$ cat config.mk
export PLATFORM = sky130hd
export DESIGN_NAME = digit_scan
export DESIGN_NICKNAME = d
export VERILOG_FILES = /design/src/rtl/digit_scan.sv
export SDC_FILE = /design/constraint.sdc
export NUM_CORES = 1
export LEC_CHECK = 0
export ABC_AREA = 1
export BUFFER_PORTS_ARGS = -buffer_cell sky130_fd_sc_hd__buf_2
export CORE_AREA = 2 2 92 94
export CTS_CLUSTER_SIZE = 10
export DETAILED_ROUTE_END_ITERATION = 8
export DIE_AREA = 0 0 94 96
export SYNTH_ARGS = -nofsm -noshare
export SYNTH_HDL_FRONTEND = slang
export SYNTH_SLANG_ARGS = --single-unit
$ cat constraint.sdc
create_clock -name clk -period 4.35 [get_ports clk]
set_clock_uncertainty 0.05 [all_clocks]
set_input_delay 0.87 -clock clk [delete_from_list [all_inputs] [get_ports clk]]
set_output_delay 0.87 -clock clk [all_outputs]
set_load 0.02 [all_outputs]
$ cat src/rtl/digit_scan.sv
// Time-multiplexed seven-segment hex driver with double-buffered, frame-aligned loads.
// Latency: 1 cycle from scan index/display buffer to registered pin outputs.
// No backpressure: loads are accepted every cycle and the last load before a frame boundary wins.
module digit_scan #(
    parameter int DIGITS     = 4,
    parameter int SCAN_DIV   = 1000,
    parameter bit ACTIVE_LOW = 1'b0
) (
    input  logic                  clk,
    input  logic                  rst,
    input  logic [4*DIGITS-1:0]   digit_scani_data,
    input  logic [DIGITS-1:0]     digit_scani_dp,
    input  logic                  digit_scani_load,
    input  logic                  digit_scani_blank_lz,
    input  logic                  digit_scani_en,
    output logic [6:0]            digit_scano_seg,
    output logic                  digit_scano_dp,
    output logic [DIGITS-1:0]     digit_scano_sel,
    output logic                  digit_scano_frame
);

    localparam int PW = (SCAN_DIV > 1) ? $clog2(SCAN_DIV) : 1;
    localparam int IW = (DIGITS > 1) ? $clog2(DIGITS) : 1;
    localparam logic [PW-1:0]     PRESC_MAX = PW'(SCAN_DIV - 1);
    localparam logic [IW-1:0]     IDX_MAX   = IW'(DIGITS - 1);
    localparam logic [6:0]        SEG_POL   = {7{ACTIVE_LOW}};
    localparam logic [DIGITS-1:0] SEL_POL   = {DIGITS{ACTIVE_LOW}};

    logic [PW-1:0]       presc;
    logic [IW-1:0]       idx;
    logic [4*DIGITS-1:0] disp_dat;
    logic [DIGITS-1:0]   disp_dp;
    logic [4*DIGITS-1:0] pend_dat;
    logic [DIGITS-1:0]   pend_dp;
    logic                pend_vld;

    logic                tick;
    logic                boundary;
    logic [3:0]          cur_nib;
    logic [6:0]          seg_code;
    logic                all_zero;
    logic                lz_blank;
    logic [DIGITS-1:0]   sel_code;

    assign tick     = (presc == PRESC_MAX);
    assign boundary = tick && (idx == IDX_MAX);
    assign cur_nib  = disp_dat[{idx, 2'b00} +: 4];
    assign sel_code = DIGITS'(1) << idx;

    always_comb begin
        seg_code = 7'h00;
        case (cur_nib)
            4'h0: seg_code = 7'h3f;
            4'h1: seg_code = 7'h06;
            4'h2: seg_code = 7'h5b;
            4'h3: seg_code = 7'h4f;
            4'h4: seg_code = 7'h66;
            4'h5: seg_code = 7'h6d;
            4'h6: seg_code = 7'h7d;
            4'h7: seg_code = 7'h07;
            4'h8: seg_code = 7'h7f;
            4'h9: seg_code = 7'h6f;
            4'ha: seg_code = 7'h77;
            4'hb: seg_code = 7'h7c;
            4'hc: seg_code = 7'h39;
            4'hd: seg_code = 7'h5e;
            4'he: seg_code = 7'h79;
            4'hf: seg_code = 7'h71;
            default: seg_code = 7'h00;
        endcase
    end

    // Walk from the top digit down; a digit is a leading zero while every nibble at or above it is zero.
    always_comb begin
        all_zero = 1'b1;
        lz_blank = 1'b0;
        for (int j = DIGITS - 1; j >= 0; j--) begin
            all_zero = all_zero & (disp_dat[4*j +: 4] == 4'h0);
            if (j != 0 && IW'(j) == idx) begin
                lz_blank = all_zero;
            end
        end
    end

    always_ff @(posedge clk or negedge rst) begin
        if (!rst) begin
            presc <= '0;
            idx   <= '0;
        end else begin
            presc <= tick ? '0 : presc + 1'b1;
            if (tick) begin
                idx <= (idx == IDX_MAX) ? '0 : idx + 1'b1;
            end
        end
    end

    // A load on the boundary itself bypasses the pending buffer so it lands in the frame starting now.
    always_ff @(posedge clk or negedge rst) begin
        if (!rst) begin
            disp_dat <= '0;
            disp_dp  <= '0;
            pend_dat <= '0;
            pend_dp  <= '0;
            pend_vld <= 1'b0;
        end else if (boundary) begin
            if (digit_scani_load) begin
                disp_dat <= digit_scani_data;
                disp_dp  <= digit_scani_dp;
            end else if (pend_vld) begin
                disp_dat <= pend_dat;
                disp_dp  <= pend_dp;
            end
            pend_vld <= 1'b0;
        end else if (digit_scani_load) begin
            pend_dat <= digit_scani_data;
            pend_dp  <= digit_scani_dp;
            pend_vld <= 1'b1;
        end
    end

    always_ff @(posedge clk or negedge rst) begin
        if (!rst) begin
            digit_scano_seg   <= SEG_POL;
            digit_scano_dp    <= ACTIVE_LOW;
            digit_scano_sel   <= SEL_POL;
            digit_scano_frame <= 1'b0;
        end else begin
            digit_scano_frame <= boundary;
            if (digit_scani_en) begin
                digit_scano_seg <= ((digit_scani_blank_lz && lz_blank) ? 7'h00 : seg_code) ^ SEG_POL;
                digit_scano_dp  <= disp_dp[idx] ^ ACTIVE_LOW;
                digit_scano_sel <= sel_code ^ SEL_POL;
            end else begin
                digit_scano_seg <= SEG_POL;
                digit_scano_dp  <= ACTIVE_LOW;
                digit_scano_sel <= SEL_POL;
            end
        end
    end

endmodule
# Word level (Yosys, flattened, before mapping)
# Memories as Yosys holds them, arrays and structs flattened.
# Index checks and enable logic that the tools add are counted.
[classes] reduce_logical=9 n_eq_ne=5 order_cmp=1 add_sub_neg=2 n_mux=17 shift=2 bitwise_logic=3
[op_table] operator="16-bit 2-to-1 mux" count=2
[op_table] operator="16-bit by 5-bit variable part select with 4-bit output" count=1
[op_table] operator="7-bit 2-to-1 mux" count=2
[op_table] operator="4-bit zero test" count=3
[op_table] operator="4-bit 2-to-1 mux" count=3
[op_table] operator="10-bit by 1-bit adder with 10-bit output, second input constant" count=1
[op_table] operator="10-bit equality test, second input constant" count=1
[op_table] operator="10-bit 2-to-1 mux" count=1
[op_table] operator="1-bit 2-to-1 mux" count=7
[op_table] operator="2-bit equality test, first input constant" count=2
[op_table] operator="2-bit AND reduction" count=2
[op_table] operator="2-bit nonzero test" count=2
[op_table] operator="1-bit by 2-bit << shifter with 4-bit output, first input constant" count=1
[op_table] operator="2-bit by 3-bit < comparator with 1-bit output, second input constant" count=1
[op_table] operator="2-bit by 1-bit adder with 2-bit output, second input constant" count=1
[op_table] operator="1-bit AND" count=2
[op_table] operator="1-bit binary-select mux with 2-bit select" count=1
[op_table] operator="1-bit by 2-bit equality test with 1-bit output, first input constant" count=1
[op_table] operator="2-bit equality test, second input constant" count=1
[op_table] operator="1-bit logical AND" count=2
[op_table] operator="2-bit 2-to-1 mux" count=1
[op_table] operator="1-bit inverter" count=1
[word_totals] memories=1 inputBits=25 output_inout_bits=13 regBits=66 mem_bits_ro=112
[mem_list] memory="(name not given)" depth=16 word_bits=7 rd=1 rd_ports_with_merged_regs=0 write_ports=0 line_no="52" text="case (cur_nib)"

# Logic depth before layout (Yosys ltp)
# Gate-level depths: netlist of run 1.
[logic_depth] depth_word=7 mapped_depth=12 mapped_depth_nobuf=11

# Worst setup path before layout of run 1
# OpenSTA, ideal clock, no wires.
[synth_path] path_type="in2reg" startpoint="input digit_scani_load" endpoint="register disp_dat[14]" t_arrival_ns=1.510 t_required_ns=4.177 setup_ns=0.123 path_slack_ns=2.667 path_stages=4 n_path_buf=1 path_cell_list="or2_2 -> nand3_4 -> buf_6 -> o21ai_2"
[synth_via] elab_chain_len=2 word_cells_on_any_way=3 classes_between="mux: 1; reduce/logical: 2"
[synth_rtl] item="start, declared" line_no="13" text="input logic digit_scani_load,"
[synth_rtl] item="2-bit nonzero test (no source line)"
[synth_rtl] item="2-bit AND reduction (no source line)"
[synth_rtl] item="end signal, assigned" line_no="107" text="disp_dat <= digit_scani_data;"
[synth_rtl] item="end signal, assigned" line_no="110" text="disp_dat <= pend_dat;"
[synth_rtl] item="end, declared" line_no="31" text="logic [4*DIGITS-1:0] disp_dat;"
# Several ways; a longest one is shown, not always the timed one.
# A chain may end at the register's enable or synchronous reset.

# Final worst setup path of run 1
[layout_path] startpoint="register idx[0]" endpoint="register pend_dp[2]"
[layout_via] elab_chain_len=4
[layout_rtl] item="start, declared" line_no="30" text="logic [IW-1:0] idx;"
[layout_rtl] item="start signal, assigned" line_no="92" text="idx <= (idx == IDX_MAX) ? '0 : idx + 1'b1;"
[layout_rtl] item="2-bit equality test" line_no="46" text="assign boundary = tick && (idx == IDX_MAX);"
[layout_rtl] item="1-bit logical AND" line_no="46"
[layout_rtl] item="1-bit inverter (no source line)"
[layout_rtl] item="2-bit AND reduction (no source line)"
[layout_rtl] item="end signal, assigned" line_no="116" text="pend_dp <= digit_scani_dp;"
[layout_rtl] item="end, declared" line_no="34" text="logic [DIGITS-1:0] pend_dp;"
# No other way between the ends.

==> results of run 1 <==
[cell usage after synthesis, drive strengths merged (2+ instances only)]
library cell / n / area share [%]
a21oi: 12 / 1.7
buf: 10 / 3.1
clkbuf: 4 / 0.43
dfrtp: 66 / 47
ha: 11 / 3.9
inv: 50 / 5.4
nand2: 131 / 15
nand3: 22 / 4.0
nand4: 2 / 0.36
nor2: 37 / 4.4
nor3: 2 / 0.29
o21ai: 68 / 14
[routing by layer]
metal	wire length, um	track usage (%)
met5	0	0
met1	3200	21.2
met3	272	2.98
met2	2840	25.8
met4	109	6.28
[kinds of logic after synthesis]
family          count (synthesis)
fa+ha+maj                      11
flops                          66
buf+inv                        65
compound gates                 81
simple gates                  197
[critical path: cells and delay by family, from the launching register on]
family	cells	cell delay [ns]
flops	1	0.65
fa+ha+maj	1	0.40
compound gates	1	0.09
simple gates	3	0.98
[power by group]
part,internal (uW),total [uW],switching [uW]
registers,633,641,8.19
logic,28.8,87.8,59.0
clock network,364,584,221
[cell type report]
class,count,area share (%)
Clock buffer,12,4.22
Clock inverter,2,1.53
Inverter,51,4.92
Multi-Input combinational cell,289,38.9
Sequential cell,66,42.2
Tap cell,105,3.35
Timing Repair Buffer,38,4.92
[metrics by stage]
step | instances | setup slack [ns] | instance area (um^2) | power, uW
2_1_floorplan | 420 | 2.67 | 3490 | 709
4_1_cts | 563 | 2.06 | 3920 | 1330
3_3_place_gp | 549 | 1.84 | 3690 | 741
3_5_place_dp | 549 | 1.81 | 3690 | 743
5_1_grt | 563 | 1.80 | 3920 | 1370
6_report | 563 | 2.06 | 3920 | 1310
[sequential cells by signal, indices dropped and copies added, names as in the netlist, 2 cells and up]
signal / cells
idx: 2
digit_scano_sel: 4
disp_dat: 16
presc: 10
digit_scano_seg: 7
pend_dat: 16
disp_dp: 4
pend_dp: 4
[path summary, 6_finish.rpt]
kind / from / end / slack, ns / cells past startpoint
max: idx[0] / pend_dp[2] / 2.06 / 5
min: pend_dat[1] / pend_dat[1] / 0.43 / 2
max reg2reg: idx[0] / pend_dp[2] / 2.06 / 5
min reg2reg: pend_dat[1] / pend_dat[1] / 0.43 / 2
max in group asynchronous: rst / disp_dat[2] / 2.72 / 2
min in group asynchronous: rst / presc[2] / 0.66 / 1
==> summary.md, run 1 <==
| Metric | Value |
|---|---|
| Drt drc | 0 |
| Total gr overflow | 0 |
| VDD IR max | 0.000163 V |
| Largest family of logic cells by synthesized area | simple AND/OR/NAND/NOR gates |
| Slowest CP cell | dfrtp_1 |
| Storage element area | 1650 um^2 |
| Die H | 96 um |
| Effective utilization at floorplan | 43.4% |
| I/O pin cnt | 38 |
| Complex-gate fraction of the synthesized area | 15.4% |
| Status | finished clean |
| RSZ-0062 raised after global routing | false |
| CORE AREA | 8050 um^2 |
| Die area | 9020 um^2 |
| Pin count of the biggest net entering global routing | 48 |
| Worst Tran Pin Value | 1.04 ns |
| Clk root buf | clkbuf_8 |
| Mean routed wirelength per cell | 11.4 um |
| Cell Rows | 33 |
| Post-synthesis instance total | 420 |
| # setup viols final | 0 |
| Leakage | 0.00206 uW |
| Data required time at the worst endpoint | 4.55 ns |
| Most frequent cells in the layout | 124 x nand2_1, 66 x dfrtp_1, 46 x inv_1 |
| Setup_tns | 0 ns |
| GRT Total Usage | 15.9% |
| Post-route ant nets | 0 |
| CTS Buf Count | 9 |
| Setup Buffers After CTS | 0 |
| Power Dens Cells | 335 nW/um^2 |
| Routability cong. | 0.845 |
| Period utilisation layout | 52.7% |
| Fin. Hold Viols | 0 |
| Worst path max stage delay | 0.65 ns |
| Slew Viols, Final | 0 |
| Htree depth | 3 |
| Synth Area in XOR/XNOR | 0% |
| Drt via density | 4.72 |
| First-pass DRT Iterations | 4 |
| Final-layout fill cell count | 810 |
| DR iter-0 viols | 158 |
| Hold_buf cts | 0 |
| Worst Path Arrival | 2.49 ns |
| Clock Latency Late Sink | 0.34 ns |
| CP max FO | 40 |
| CTS tree | built |
| Slew HR | 30.8% |
| Ys Warns | 0 |
| Detailed Place HPWL | 4500 um |
| Layout cells sized above 1 | 22.7% |
| Synth Area in Adders | 3.94% |
| Most common cell after layout, fill and taps aside | nand2_1 |
| Hold WS | 0.428 ns |
| Post-Syn Nets | 456 |
| Die Span X | 94 um |
| Worst-path cell chain | ha_1 > nand4_1 > nand2_2 > nand2_1 > o21ai_2 |
| Prevailing post-synth register cell | dfrtp_1 |
| F_max | 436 MHz |
| Critical path class | register to register |
| Distinct cell type count after synthesis | 24 |
| Number of synthesized flops with an enable pin | 0 |
| Simple-Gate Fraction of Synth Area | 24.3% |
| CTS Sinks | 66 |
| Mux share of post-synthesis cell area | 0% |
| Clk buf depth | 2 |
| Vias in the first global route | 2460 |
| CP startpoint kind | register |
| CTS resizes | 0 |
| Max Cap Viol | 0 |
| Fin nets | 491 |
| Routed via count | 2657 |
| Minimum clock period | 2.29 ns |
| CTS clock-pin slew for the worst setup and hold paths | 0.07 ns |
| Synth Area per Inst | 8.31 um^2 |
| Buffers on Ports | 37 |
| ANT cells | 0 |
| Wirelength, routed | 6420 um |
| Multi-input gate area | 1520 um^2 |
| First-pass GRT wire length | 11300 um |
| Initial antenna violation count | 0 |
| Util after Layout | 48.7% |
| Netlist Area Pre-Place | 3490 um^2 |
| Post-synthesis register bit count | 66 |
| Asr flop ratio synth | 100% |
| Crit end category | register |
| P&R area growth vs syn | 12.2% |
| Tightest Hold Check Type | register to register |
| Seq/Total Area, Yosys | 47.3% |
Note: power is estimated with default switching activity, not from simulation.
==> inputs of run 2 (changes only) <==
Clock period 4.35 ns to 1.9 ns, I/O delays scaled along.
==> run 2 against run 1 <==
Worst hold slack worse by 0.17 ns. Final area up 3.0%. First-iteration DRC count down 22%. Sequential share of layout area down 1.2 points. Via count up 1.2%. Largest power group unchanged.
==> summary.md, run 2 (synthesized netlist as in run 1, its figures left out) <==
| Metric | Value |
|---|---|
| Setup Buffers After CTS | 0 |
| First-pass GRT wire length | 12200 um |
| Total net switching power | 683 uW |
| Die H | 96 um |
| Total gr overflow | 0 |
| CTS clock-pin slew for the worst setup and hold paths | 0.07 ns |
| Max Used Layer | met4 |
| Storage element area | 1650 um^2 |
| Worst Path Arrival | 1.91 ns |
| GRT Total Usage | 17.2% |
| Most frequent cells in the layout | 123 x nand2_1, 65 x dfrtp_1, 45 x inv_1 |
| Die Span X | 94 um |
| Slew Viols, Final | 0 |
| Status | finished clean |
| DR iter-0 viols | 124 |
| Layout cells sized above 1 | 25.1% |
| Vias in the first global route | 2646 |
| Clock Latency Late Sink | 0.33 ns |
| Detailed Place HPWL | 4850 um |
| Fin. Hold Viols | 0 |
| Mean routed wirelength per cell | 11.7 um |
| Buffers on Ports | 37 |
| Met3 wire length | 240 um |
| Clock share of power | 43.6% |
| Leakage | 0.00211 uW |
| Slowest CP cell | dfrtp_2 |
| Period utilisation layout | 91.8% |
| Cell internal pwr | 2300 uW |
| Power Dens Cells | 739 nW/um^2 |
| Final-layout fill cell count | 816 |
| Worst Tran Pin Value | 0.397 ns |
| Most common cell after layout, fill and taps aside | nand2_1 |
| Share of power burned in registers | 49.2% |
| Wirelength, routed | 6740 um |
| Effective utilization at floorplan | 43.4% |
| P&R area growth vs syn | 15.5% |
| VDD IR max | 0.000455 V |
| Post-Route M1 WL | 3440 um |
| Die area | 9020 um^2 |
| Fin cells | 575 |
| Largest regs | disp_dat x16, pend_dat x16, presc x10 |
| Clk buf depth | 2 |
| CP startpoint kind | register |
| Hold WS | 0.258 ns |
| Setup_tns | 0 ns |
| Placed Cells | 558 |
| Tightest Hold Check Type | primary input to register |
| Switch share | 22.9% |
| Drt via density | 4.67 |
| Fin area | 4040 um^2 |
| Critical path class | register to register |
| Routed via count | 2688 |
| Crit end category | register |
| CORE AREA | 8050 um^2 |
| Comb pwr share | 7.2% |
| F_max | 573 MHz |
| Worst path max stage delay | 0.44 ns |
| Minimum clock period | 1.74 ns |
| Max Cap Viol | 0 |
| Data required time at the worst endpoint | 2.07 ns |
| Worst-path cell chain | buf_4 > nand2_1 > nand3_1 > nand2_1 > inv_2 > ha_1 > nand3_1 > a21oi_1 > nor2_1 |
| Cell Rows | 33 |
| Htree depth | 3 |
| CTS tree | built |
| Initial antenna violation count | 0 |
| Multi-input gate area | 1530 um^2 |
| Clk root buf | clkbuf_8 |
| Post-DP Area | 3800 um^2 |
| Pin count of the biggest net entering global routing | 47 |
| Fin nets | 501 |
| # setup viols final | 0 |
| RSZ-0062 raised after global routing | false |
| ANT cells | 0 |
| First-pass DRT Iterations | 4 |
| Routability cong. | 0.832 |
| Drt drc | 0 |
| Met2 WL | 3000 um |
| I/O pin cnt | 38 |
| Slew HR | 73.4% |
| CTS Sinks | 66 |
| CTS Buf Count | 9 |
| CP max FO | 7 |
| Post-route ant nets | 0 |
-- run 2: changes by cell type in the layout (fill, tap and decap cells not counted), moves of 2 or more --
cell / change
buf_12: +3
clkbuf_8: -2
buf_4: +6
clkinv_2: +2
-- run 2: metrics by stage --
| stage | util, % | total power, uW | setup WS, ns |
|---|---|---|---|
| global route | 50.1 | 3130 | 0.0146 |
| global placement | 47.2 | 1710 | 0.129 |
| floorplan | - | 1620 | 0.286 |
| CTS | 50.0 | 3040 | 0.0955 |
| detailed placement | 47.2 | 1710 | 0.121 |
| finish | 50.1 | 2980 | 0.155 |
-- run 2: cell type report --
class / instances / area share, %
flip-flops and latches: 66 / 41.0
multi-input cells: 289 / 37.9
repair buffers: 48 / 7.63
inverters: 51 / 4.84
clock buffers: 11 / 3.50
well taps: 105 / 3.26
clock inverters: 5 / 1.92
-- run 2: worst paths after layout --
check	startpoint	end	slack [ns]	depth (start not counted)
worst max register to register	idx[0]	digit_scano_seg[5]	0.16	9
min in group asynchronous	rst	presc[6]	0.51	3
worst max-delay path	idx[0]	digit_scano_seg[5]	0.16	9
max in group asynchronous	rst	idx[0]	1.02	3
worst min register to register	pend_dat[5]	pend_dat[5]	0.43	2
worst min-delay path	digit_scani_en	digit_scano_sel[0]	0.26	3
-- run 2: repair_timing --
item	CTS	global route
hold buffers	1	0
gates resized for setup	0	5
endpoints found under the hold margin	55	0
setup endpoints to repair	0	7
-- run 2: per-layer routing --
metal | global-route usage [%] | up-vias
li1 | - | 1422
met1 | 23.8 | 1215
met2 | 27.3 | 46
met3 | 3.05 | 5
met4 | 6.52 | 0
met5 | 0 | -
-- run 2: power groups by stage --
stage	logic [uW]	clock network, uW	registers (uW)
after global routing	251	1410	1470
after CTS	222	1350	1470
after floorplan	121	0	1500
final	215	1300	1470
after global placement	216	0	1490
after detailed placement	219	0	1490
-- run 2: critical path: cells and delay by family, from the launching register on --
kind                     cells  cell delay (ns)
buffers and inverters        2             0.30
flip-flops                   1             0.44
adder cells (fa/ha/maj)      1             0.17
AND/OR/NAND/NOR              5             0.49
AO/OA/AOI/OAI                1             0.18
==> inputs of run 3 (changes only) <==
Clock period 1.9 ns to 1.6 ns, I/O delays scaled along.
==> run 3 against run 2 <==
Routed wire length is 12% higher. Global-route usage up 0.39 points. Die area unchanged. Count of clock-buffer cells in the layout is 1 higher. Sequential cell count stayed put. Worst setup slack worse by 0.13 ns. Register-to-register slack got worse by 0.13 ns. Clock power up 32%. First-iteration DRC count down 6.5%. Largest power group unchanged.
==> summary.md, run 3 (synthesized netlist as in run 1, its figures left out) <==
| Metric | Value |
|---|---|
| Clk buf depth | 2 |
| Slowest CP cell | dfrtp_2 |
| Drt drc | 0 |
| I/O pin cnt | 38 |
| Initial antenna violation count | 0 |
| Effective utilization at floorplan | 43.4% |
| Worst path max stage delay | 0.47 ns |
| Data required time at the worst endpoint | 1.79 ns |
| Clock Latency Late Sink | 0.34 ns |
| Routability cong. | 0.852 |
| Total gr overflow | 0 |
| RSZ-0062 raised after global routing | true |
| Fin. Hold Viols | 0 |
| Vias in the first global route | 2745 |
| VDD IR max | 0.000452 V |
| Leakage | 0.00232 uW |
| DR iter-0 viols | 116 |
| Worst-path cell chain | inv_4 > buf_4 > nand2_1 > nand2_1 > nand2_1 > nand2_2 > buf_4 > nand3_1 > nand2_1 > nor2_1 |
| Largest regs | disp_dat x16, pend_dat x16, presc x10 |
| Minimum clock period | 1.57 ns |
| Post-route ant nets | 0 |
| Setup_tns | 0 ns |
| Layout cells sized above 1 | 36.3% |
| Slew HR | 74.0% |
| Slew Viols, Final | 0 |
| Placed Cells | 579 |
| CP max FO | 7 |
| Pin count of the biggest net entering global routing | 32 |
| Htree depth | 3 |
| R2R setup slack | 0.03 ns |
| CTS clock-pin slew for the worst setup and hold paths | 0.07 ns |
| First-pass DRT Iterations | 4 |
| Post-DP Area | 3980 um^2 |
| Worst Path Arrival | 1.76 ns |
| Power Dens Cells | 829 nW/um^2 |
| WP buf/inv | 3 |
| Fin area | 4530 um^2 |
| CORE AREA | 8050 um^2 |
| Most used cell, CP | nand2_1 |
| Total Power | 3750 uW |
| Most frequent cells in the layout | 112 x nand2_1, 65 x dfrtp_1, 40 x inv_1 |
| Mean routed wirelength per cell | 12.5 um |
| Crit end category | register |
| CTS tree | built |
| Die Span X | 94 um |
| Setup WS post-layout | 0.0283 ns |
| Clk root buf | clkbuf_8 |
| Most common cell after layout, fill and taps aside | nand2_1 |
| Drt via density | 4.78 |
| Die area | 9020 um^2 |
| Detailed Place HPWL | 5250 um |
| Die H | 96 um |
| DP Worst Slack | -0.144 ns |
| First-pass GRT wire length | 12400 um |
| Wirelength, routed | 7550 um |
| Buffers on Ports | 37 |
| Routed via count | 2890 |
| GRT Total Usage | 17.6% |
| CP startpoint kind | register |
| # setup viols final | 0 |
| CTS Sinks | 66 |
| P&R area growth vs syn | 29.6% |
| F_max | 636 MHz |
| Period utilisation layout | 98.2% |
| Critical path class | register to register |
| Max Cap Viol | 0 |
| Status | finished clean |
| Cell Rows | 33 |
| ANT cells | 0 |
| CTS Buf Count | 9 |
| Fin nets | 530 |
| Tightest Hold Check Type | primary input to register |
| CP top delay family | simple AND/OR/NAND/NOR gates |
| Worst Tran Pin Value | 0.387 ns |
| Fin cells | 604 |
==> run 3: changes by cell type in the layout (fill, tap and decap cells not counted), moves of 4 or more <==
cell and change:
buf_4 +21, nand2_1 -11, nand2_2 +8, nand3_1 -7
ha_1 -6, nand3_2 +6, inv_1 -5, buf_6 +4
ha_4 +4
==> run 3: final cells by class <==
class / count / area (um^2)
Clock buffer: 12 / 145
Tap cell: 105 / 131
Fill cell: 749 / 3520
Clock inverter: 4 / 98.8
Sequential cell: 66 / 1650
Timing Repair Buffer: 77 / 601
Multi-Input combinational cell: 289 / 1700
Inverter: 51 / 200
==> run 3: final timing paths <==
kind / from / to / cells after the start
max: idx[0] / digit_scano_seg[0] / 10
min: digit_scani_data[7] / pend_dat[7] / 3
max reg2reg: idx[0] / digit_scano_seg[0] / 10
min reg2reg: pend_dat[0] / pend_dat[0] / 2
max in group asynchronous: rst / idx[0] / 3
min in group asynchronous: rst / pend_dat[9] / 2
==> run 3: power by group <==
part / total (uW) / switching, uW / internal [uW]
sequential: 1750 / 24.0 / 1720
clock: 1710 / 632 / 1080
combinational: 293 / 175 / 118
==> run 3: timing repair <==
item / in CTS / in global routing
gates resized for setup: 10 / 42
pin swaps: 5 / 15
setup endpoints to repair: 8 / 48
endpoints found under the hold margin: 12 / 0
setup buffers: 1 / 3
hold buffers: 1 / 0
gates cloned: 0 / 4
==> run 3: worst register-to-register path: stages, from the launching register on <==
cell	delay (ns)
dfrtp_2	0.47
inv_4	0.13
buf_4	0.14
nand2_1	0.08
nand2_1	0.07
nand2_1	0.06
nand2_2	0.11
buf_4	0.13
nand3_1	0.09
nand2_1	0.09
nor2_1	0.04
==> run 3: layer usage <==
layer / global-route usage (%) / up-vias / wire length [um]
met5: 0 / - / 0
met4: 6.16 / 0 / 91
met3: 3.29 / 9 / 245
met2: 28.6 / 59 / 3590
met1: 23.8 / 1340 / 3620
li1: - / 1482 / -
==> run 3: metrics by stage <==
step | hold WS (ns) | utilization, %
floorplan | -0.0256 | -
global placement | 0.210 | 49.5
detailed placement | 0.214 | 49.5
CTS | 0.174 | 53.0
global route | 0.182 | 56.2
finish | 0.184 | 56.2
